File: src/rtl/seg_scan_display.sv
`timescale 1ns/1ps
`default_nettype none
// +--------------------------------------------------------------------------+
// | Module : seg_scan_display                                                |
// | Brief  : multiplexed seven-segment scanner with hex / serial BCD capture |
// | Rev    : 1.0  initial release                                            |
// +--------------------------------------------------------------------------+
module seg_scan_display #(
    parameter int NDIG     = 8,
    parameter int SCAN_DIV = 100000,
    parameter int NSRC     = 4
) (
    input  logic                                      clk,
    input  logic                                      rst_n,
    input  logic [32*NSRC-1:0]                        src_data,
    input  logic [$clog2((NSRC > 1) ? NSRC : 2)-1:0]  src_sel,
    input  logic [NSRC-1:0]                           dec_mode,
    input  logic                                      load_en,
    input  logic                                      blank_lz,
    output logic [7:0]                                seg,
    output logic [NDIG-1:0]                           an,
    output logic                                      busy,
    output logic                                      ovf
);
    localparam int c_SELW = $clog2((NSRC > 1) ? NSRC : 2);
    localparam int c_IDXW = $clog2((NDIG > 1) ? NDIG : 2);
    localparam int c_PREW = $clog2(SCAN_DIV);
    localparam int c_DW   = 4 * NDIG;

    typedef enum logic [1:0] {
        S_IDLE   = 2'd0,
        S_CONV   = 2'd1,
        S_COMMIT = 2'd2
    } state_t;

    state_t              r_state;
    state_t              w_state_nxt;
    logic [31:0]         r_shadow;
    logic                r_shadow_dec;
    logic [c_DW-1:0]     r_bcd;
    logic [c_DW-1:0]     w_bcd_adj;
    logic                r_bcd_ovf;
    logic [4:0]          r_bit_cnt;
    logic [c_DW-1:0]     r_disp;
    logic                r_ovf;
    logic [c_PREW-1:0]   r_presc;
    logic [c_IDXW-1:0]   r_idx;
    logic [31:0]         w_sel_data;
    logic                w_sel_dec;
    logic [3:0]          w_nib;
    logic                w_hi_nz;
    logic [NDIG-1:0]     w_an;

    function automatic logic [7:0] f_seg7(input logic [3:0] nib);
        case (nib)
            4'h0: f_seg7 = 8'hC0;
            4'h1: f_seg7 = 8'hF9;
            4'h2: f_seg7 = 8'hA4;
            4'h3: f_seg7 = 8'hB0;
            4'h4: f_seg7 = 8'h99;
            4'h5: f_seg7 = 8'h92;
            4'h6: f_seg7 = 8'h82;
            4'h7: f_seg7 = 8'hF8;
            4'h8: f_seg7 = 8'h80;
            4'h9: f_seg7 = 8'h98;
            4'hA: f_seg7 = 8'h88;
            4'hB: f_seg7 = 8'h83;
            4'hC: f_seg7 = 8'hA7;
            4'hD: f_seg7 = 8'hA1;
            4'hE: f_seg7 = 8'h86;
            default: f_seg7 = 8'h8E;
        endcase
    endfunction

    // Out-of-range selects fall through to value 0 in hex mode.
    always_comb begin
        w_sel_data = '0;
        w_sel_dec  = 1'b0;
        for (int k = 0; k < NSRC; k++) begin
            if (src_sel == c_SELW'(k)) begin
                w_sel_data = src_data[32*k +: 32];
                w_sel_dec  = dec_mode[k];
            end
        end
    end

    always_ff @(posedge clk or negedge rst_n) begin
        if (!rst_n) begin
            r_state <= S_IDLE;
        end else begin
            r_state <= w_state_nxt;
        end
    end

    always_comb begin
        w_state_nxt = r_state;
        case (r_state)
            S_IDLE: begin
                if (load_en) begin
                    w_state_nxt = w_sel_dec ? S_CONV : S_COMMIT;
                end
            end
            S_CONV: begin
                if (r_bit_cnt == 5'd31) begin
                    w_state_nxt = S_COMMIT;
                end
            end
            S_COMMIT: w_state_nxt = S_IDLE;
            default:  w_state_nxt = S_IDLE;
        endcase
    end

    for (genvar d = 0; d < NDIG; d++) begin : g_dd_adj
        assign w_bcd_adj[4*d +: 4] = (r_bcd[4*d +: 4] >= 4'd5) ?
                                     (r_bcd[4*d +: 4] + 4'd3) : r_bcd[4*d +: 4];
    end

    // A one leaving the top BCD digit means the value needs more than NDIG digits.
    always_ff @(posedge clk or negedge rst_n) begin
        if (!rst_n) begin
            r_shadow     <= '0;
            r_shadow_dec <= 1'b0;
            r_bcd        <= '0;
            r_bcd_ovf    <= 1'b0;
            r_bit_cnt    <= '0;
            r_disp       <= '0;
            r_ovf        <= 1'b0;
        end else begin
            case (r_state)
                S_IDLE: begin
                    if (load_en) begin
                        r_shadow     <= w_sel_data;
                        r_shadow_dec <= w_sel_dec;
                        r_bcd        <= '0;
                        r_bcd_ovf    <= 1'b0;
                        r_bit_cnt    <= '0;
                    end
                end
                S_CONV: begin
                    r_bcd     <= {w_bcd_adj[c_DW-2:0], r_shadow[31]};
                    r_bcd_ovf <= r_bcd_ovf | w_bcd_adj[c_DW-1];
                    r_shadow  <= {r_shadow[30:0], 1'b0};
                    r_bit_cnt <= r_bit_cnt + 5'd1;
                end
                S_COMMIT: begin
                    if (r_shadow_dec) begin
                        r_disp <= r_bcd;
                        r_ovf  <= r_bcd_ovf;
                    end else begin
                        r_disp <= r_shadow[c_DW-1:0];
                        r_ovf  <= 1'b0;
                    end
                end
                default: ;
            endcase
        end
    end

    always_ff @(posedge clk or negedge rst_n) begin
        if (!rst_n) begin
            r_presc <= '0;
            r_idx   <= '0;
        end else if (r_presc == c_PREW'(SCAN_DIV - 1)) begin
            r_presc <= '0;
            r_idx   <= (r_idx == c_IDXW'(NDIG - 1)) ? '0 : r_idx + 1'b1;
        end else begin
            r_presc <= r_presc + 1'b1;
        end
    end

    always_comb begin
        w_nib   = 4'd0;
        w_hi_nz = 1'b0;
        w_an    = '1;
        for (int d = 0; d < NDIG; d++) begin
            if (r_idx == c_IDXW'(d)) begin
                w_nib   = r_disp[4*d +: 4];
                w_an[d] = 1'b0;
            end
            if ((c_IDXW'(d) >= r_idx) && (r_disp[4*d +: 4] != 4'd0)) begin
                w_hi_nz = 1'b1;
            end
        end
    end

    assign an   = w_an;
    assign busy = (r_state != S_IDLE);
    assign ovf  = r_ovf;
    assign seg  = r_ovf                                        ? 8'hBF :
                  (blank_lz && (r_idx != '0) && !w_hi_nz)      ? 8'hFF :
                  f_seg7(w_nib);

endmodule
`default_nettype wire

File: config.mk
export PLATFORM = sky130hd
export DESIGN_NAME = seg_scan_display
export DESIGN_NICKNAME = d
export VERILOG_FILES = /design/src/rtl/seg_scan_display.sv
export SDC_FILE = /design/constraint.sdc
export NUM_CORES = 1
export LEC_CHECK = 0
export ABC_AREA = 1
export CAP_MARGIN = 20
export CORE_MARGIN = 4
export CORE_UTILIZATION = 35
export DETAILED_ROUTE_END_ITERATION = 12
export SLEW_MARGIN = 30
export SYNTH_ARGS = -nofsm -noshare
export SYNTH_HDL_FRONTEND = slang
export SYNTH_SLANG_ARGS = --single-unit
File: constraint.sdc
create_clock -name clk -period 2.6 [get_ports clk]
set_clock_uncertainty 0.1 [all_clocks]
set_input_delay 0.39 -clock clk [delete_from_list [all_inputs] [get_ports clk]]
set_output_delay 0.39 -clock clk [all_outputs]
set_load 0.05 [all_outputs]
After elaboration in Yosys (flattened, before gate mapping):

Memory sizes are Yosys's and may differ from the RTL's.
Cells that the tools add are included.

* add/sub/neg operators: 11
* $lt $le $gt $ge: 16
* equality and inequality tests: 16
* muxes and demuxes: 58
* bitwise logic cells: 1
* reduce and logical (&&, ||, !) cells: 28

Operator list (count)
* two-way mux 32 bit: 7
* case mux 32 bit (2 select lines): 2
* two-way mux 4 bit: 16
* adder 4 x 2 -> 4 bit (second input constant): 8
* >= comparator 4 x 3 -> 1 bit (second input constant): 8
* nonzero test 4 bit: 8
* two-way mux 1 bit: 22
* adder 17 x 1 -> 17 bit (second input constant): 1
* == test 17 bit (second input constant): 1
* two-way mux 17 bit: 1
* two-way mux 8 bit: 2
* == test 3 bit (second input constant): 4
* >= comparator 3 bit (first input constant): 4
* logical AND 1 bit: 10
* case mux 5 bit (2 select lines): 1
* == test 2 bit (second input constant): 3
* == test 3 x 2 -> 1 bit (second input constant): 2
* >= comparator 1 x 3 -> 1 bit (first input constant): 2
* >= comparator 2 x 3 -> 1 bit (first input constant): 2
* two-way mux 2 bit: 3
* AND reduction 2 bit: 3
* adder 5 x 1 -> 5 bit (second input constant): 1
* == test 5 bit (second input constant): 1
* two-way mux 5 bit: 1
* 13 further kinds: 17

* flip-flop bits (word level): 126
* memory bits (read-only): 112
* bits of input ports: 138
* logic and storage cells: 141
* memories: 1

Memory list
* (no name shown): words 16, width 7, read ports 1, clocked after memory_dff 0, wr ports 0, RTL line 55 `case (nib)`

Longest topological paths before layout:

* depth in word-level cells: 14
* depth in mapped cells: 21
* depth with buffers taken out: 20

Worst setup path before layout:

OpenSTA, ideal clock, no wires.

* path type: register to output
* from: register r_idx[0]
* to: output seg[6]
* arrival time: 2.929 ns
* data required time: 2.110 ns
* slack: -0.819 ns
* cell stages (with the launch flop): 19
* buffers on the path: 1
* path through: dfrtp_1 buf_4 inv_1 ha_1 nand2_1 o21ai_0 inv_1 nand2_1 nand2_1 nand2_1 nand2_1 nand2_1 nand2_1 inv_1 ha_1 nand2_1 nand2_1 nand2_1 nor2_1

* cells in the longest elaborated chain, start to end: 14
* elaborated cells between the ends (all ways): 47
* classes of those cells: order compare (8); eq/ne (7); mux (18); reduce/logical (13); memory (1)

RTL lines
* start: declaration: RTL line 47 `logic [c_IDXW-1:0] r_idx;`
* start signal: assignment: RTL line 165 `r_idx <= (r_idx == c_IDXW'(NDIG - 1)) ? '0 : r_idx + 1'b1;`
* parallel branches: the longest is 12 deep, another holds memory (16 x 7 bit)
* two-way mux 8 bit (*): RTL line 190 `(blank_lz && (r_idx != '0) && !w_hi_nz) ? 8'hFF :`
* two-way mux 8 bit (*): RTL line 189 `assign seg = r_ovf ? 8'hBF :`
* end: declaration: RTL line 20 `output logic [7:0] seg,`

Mark *: on every way between the ends.

Final worst setup path:

* from: register r_idx[1]
* to: output seg[0]

The elaborated chain is that of the path after synthesis.

==> flow_metrics.py <==
metrics = {
    "clock_tree": {
        "clock-root-buffer": "sky130_fd_sc_hd__clkbuf_16",
        "cts_num_sinks": 126,
        "clkTransAtPathRegs_ns": 0.06,
        "number_of_buffers_between_clock_root_and_the_deepest_sink": 2,
        "cts_buffers": 17,
        "cts_tree": "yes",
        "clk_latency_ns": 0.41,
        "level_count_of_the_clock_h_tree": 4,
    },
    "floorplan": {
        "ports": 156,
        "coreArea_um2": 21760,
        "rows": 54,
        "start_util": 0.3556,
        "die-area_um2": 24550,
        "die_width_um": 156.7,
        "die_height_um": 156.7,
    },
    "placed_design": {
        "dpl.cell_count": 1486,
        "gp_congestion": 0.9073,
        "place_hpwl_mm": 17.93,
        "numPortBuffers": 154,
        "post-place-ws_ns": -0.1169,
        "post_dp_cell_area_um2": 10130,
    },
    "global_route": {
        "antenna_violations_before_repair": 0,
        "overflow": 0,
        "wire_length_of_the_first_global_routing_pass_mm": 38.32,
        "grt_max_degree": 59,
        "grt_pass1_vias": 7652,
        "groute.usage.overall": 0.1920,
    },
    "final_layout": {
        "finish.utilization": 0.4951,
        "post-route-cell-area_um2": 10770,
        "n_antenna_cell": 0,
        "filler_cell_count": 2152,
        "stdcell_count": 1518,
        "post_route_cells_drive_above_1_share": 0.1220,
        "syn_to_final_growth_pct": 39.21,
        "fin_nets": 1393,
    },
    "synth": {
        "synth_edf_count": 0,
        "yosys_warnings": 0,
        "synthFlopType": "sky130_fd_sc_hd__dfrtp_1",
        "synth_nets": 1217,
        "ys_async_sr_fraction": 1.000,
        "seq_area_frac_synth": 0.4075,
        "post_synth.cell_area_avg_um2": 7.362,
        "synthesized_flop_and_latch_total": 126,
        "syn-instance-count": 1051,
        "syn_area_um2": 7737,
        "post_synth_num_cell_types": 35,
    },
    "routing": {
        "detail_route.vias_per_cell": 5.103,
        "drt_wl_total_mm": 23.15,
        "avg_wl_per_cell_um": 15.25,
        "route.vias.total": 7747,
        "drcViolationCount": 0,
        "dr.first_iter.drc_count": 480,
        "detailed_routing_iteration_count_for_the_pre_antenna_repair_pass": 5,
        "postRouteAntennaNets": 0,
    },
    "pwr": {
        "total_leakage_power_nw": 4.772,
        "seq_power_share": 0.320,
        "pwr-share-clk": 0.218,
        "vdd_ir_drop_max_uv": 614.7,
        "power.share.switching": 0.4111,
        "internal_power_mw": 5.883,
        "pwr_density_cell_nw_per_um2": 927.5,
        "power.combinational.fraction": 0.462,
        "total_switching_power_mw": 4.108,
    },
    "timing": {
        "setup-violations-final": 7,
        "timing.fmax_mhz": 325.7,
        "hold-worst-slack_ns": 0.3217,
        "finalCritPeriodShare": 1.181,
        "finalHoldViolations": 0,
        "grt_setup_unrepaired": "true",
        "final-max-slew-violation-count": 0,
        "slew_limit_headroom": 0.6017,
        "transition_time_at_the_pin_with_the_least_slew_margin_ns": 0.5960,
        "setup_ws_ns": -0.4703,
        "final.min_clock_period_ns": 3.070,
    },
    "setup_path": {
        "worst_ep_arrival_time_ns": 2.58,
        "crit_path_max_fanout": 6,
        "critPathCaptureType": "output pin",
        "cp_data_required_time_ns": 2.11,
        "timing.setup.critical_path_class": "flip-flop to output pin",
        "sort_of_element_at_the_start_of_the_critical_path": "flip-flop",
    },
    "hold_path": {
        "hp-class": "primary input to asynchronous set/reset pin",
    },
    "status": {
        "failed_checks": "setup timing",
        "outcome": "complete, but fails checks",
    },
    "job": {
        "drv.max_cap_violation_count": 0,
    },
}
[final timing paths]
path / from / end / slack (ns) / depth (start not counted)
max: r_idx[1]$_DFFE_PN0N_ / seg[0] / -0.47 / 21
min: rst_n / r_presc[9]$_DFF_PN0_ / 0.32 / 2
max reg2reg: r_presc[5]$_DFF_PN0_ / r_presc[14]$_DFF_PN0_ / 0.72 / 7
min reg2reg: r_presc[0]$_DFF_PN0_ / r_presc[0]$_DFF_PN0_ / 0.36 / 1
max in group asynchronous: rst_n / r_shadow[28]$_DFFE_PN0P_ / 1.46 / 3
min in group clk: r_presc[0]$_DFF_PN0_ / r_presc[0]$_DFF_PN0_ / 0.36 / 1
[flip-flops by register name (all words and copies together) (netlist names)]
register / flops
r_shadow_dec: 1
r_shadow: 32
r_bit_cnt: 5
r_presc: 17
r_state: 2
r_bcd: 32
r_bcd_ovf: 1
r_disp: 32
ovf: 1
r_idx: 3
[final cells by class]
cell class	instances	area (µm²)	share of cell area
repair buffers	205	2074	0.1926
well taps	280	350.3	0.03252
flip-flops and latches	126	3156	0.2929
multi-input cells	752	4167	0.3868
clock inverters	7	63.81	0.005924
inverters	125	483.0	0.04484
clock buffers	23	478.0	0.04437
[critical path, stage by stage, from the launching register on]
cell	delay, ns
sky130_fd_sc_hd__dfrtp_2	0.45
sky130_fd_sc_hd__inv_2	0.09
sky130_fd_sc_hd__ha_4	0.18
sky130_fd_sc_hd__nand3_2	0.06
sky130_fd_sc_hd__nand2_1	0.06
sky130_fd_sc_hd__nand2_1	0.05
sky130_fd_sc_hd__nand2_1	0.06
sky130_fd_sc_hd__nand2_1	0.06
sky130_fd_sc_hd__nand2_2	0.08
sky130_fd_sc_hd__nand2_2	0.05
sky130_fd_sc_hd__nand2_2	0.06
sky130_fd_sc_hd__nand2_2	0.05
sky130_fd_sc_hd__nand2_2	0.07
sky130_fd_sc_hd__nand2_4	0.09
sky130_fd_sc_hd__ha_4	0.17
sky130_fd_sc_hd__inv_2	0.06
sky130_fd_sc_hd__nand3_2	0.08
sky130_fd_sc_hd__nand2_1	0.07
sky130_fd_sc_hd__nor2_1	0.04
sky130_fd_sc_hd__nor2_1	0.10
sky130_fd_sc_hd__nand2_2	0.07
sky130_fd_sc_hd__buf_12	0.15
[metal layers]
metal | vias to the layer above | share of wire | global-route usage
met4 | 0 | 0.016 | 0.05248
li1 | 3886 | - | -
met2 | 240 | 0.45 | 0.3001
met3 | 28 | 0.067 | 0.04950
met1 | 3593 | 0.46 | 0.2654
met5 | - | 0 | 0
[per-stage QoR]
step / TNS (ns) / total power, mW
floorplan: -0.2945 / 5.986
global placement: -0.1952 / 7.712
detailed placement: -0.4872 / 7.792
CTS: -3.256 / 10.06
global route: -4.440 / 10.78
finish: -3.043 / 9.991
[power groups by stage]
stage	registers (mW)	logic, mW	clock network [mW]
4_1_cts	3.19	4.65	2.23
2_1_floorplan	3.02	2.97	0
6_report	3.20	4.62	2.18
3_3_place_gp	3.20	4.51	0
5_1_grt	3.29	5.17	2.33
3_5_place_dp	3.21	4.58	0
[cells in the mapped netlist (5+ instances only)]
| cell type | instances | area share |
|---|---|---|
| sky130_fd_sc_hd__nand3_1 | 63 | 0.041 |
| sky130_fd_sc_hd__o21ai_0 | 109 | 0.071 |
| sky130_fd_sc_hd__inv_1 | 121 | 0.059 |
| sky130_fd_sc_hd__dfrtp_1 | 126 | 0.41 |
| sky130_fd_sc_hd__o22ai_1 | 34 | 0.027 |
| sky130_fd_sc_hd__nor4_1 | 6 | 0.0049 |
| sky130_fd_sc_hd__nand4_1 | 26 | 0.021 |
| sky130_fd_sc_hd__clkbuf_1 | 40 | 0.019 |
| sky130_fd_sc_hd__a21oi_1 | 42 | 0.027 |
| sky130_fd_sc_hd__nor2_1 | 106 | 0.051 |
| sky130_fd_sc_hd__o32ai_1 | 16 | 0.018 |
| sky130_fd_sc_hd__xor2_1 | 19 | 0.022 |
| sky130_fd_sc_hd__nand2_1 | 236 | 0.11 |
| sky130_fd_sc_hd__o211ai_1 | 19 | 0.018 |
| sky130_fd_sc_hd__buf_2 | 5 | 0.0032 |
| sky130_fd_sc_hd__a31oi_1 | 5 | 0.0040 |
| sky130_fd_sc_hd__a22oi_1 | 19 | 0.018 |
| sky130_fd_sc_hd__ha_1 | 28 | 0.045 |
[layout by cell type, fill, tap and decap left out, drive strengths merged, types with 16 or more instances in the layout]
cell | Yosys | routed
clkbuf | 40 | 23
clkdlybuf4s50 | 0 | 139
nand4 | 26 | 26
xor2 | 19 | 19
o211ai | 19 | 19
o22ai | 34 | 34
nor2 | 109 | 109
buf | 8 | 63
o32ai | 16 | 16
a21oi | 42 | 42
a22oi | 19 | 19
ha | 28 | 28
o21ai | 110 | 110
nand2 | 241 | 241
dfrtp | 126 | 126
inv | 125 | 124
nand3 | 65 | 65
[what timing repair did]
| action | in CTS | in global routing |
|---|---|---|
| hold buffers | 1 | 0 |
| pin swaps | 12 | 19 |
| resized for setup | 18 | 11 |
| setup endpoints to repair | 9 | 7 |
| hold endpoints to repair | 20 | 0 |
| buffers inserted | 1 | 0 |
[cell families after synthesis]
logic type / share of synthesized area
AO/OA/AOI/OAI: 0.1903
XOR/XNOR: 0.02151
adder cells (fa/ha/maj): 0.04528
buffers and inverters: 0.08570
flip-flops: 0.4075
other: 0.0004847
AND/OR/NAND/NOR: 0.2492
No activity file was read; power rests on OpenSTA's default activity.
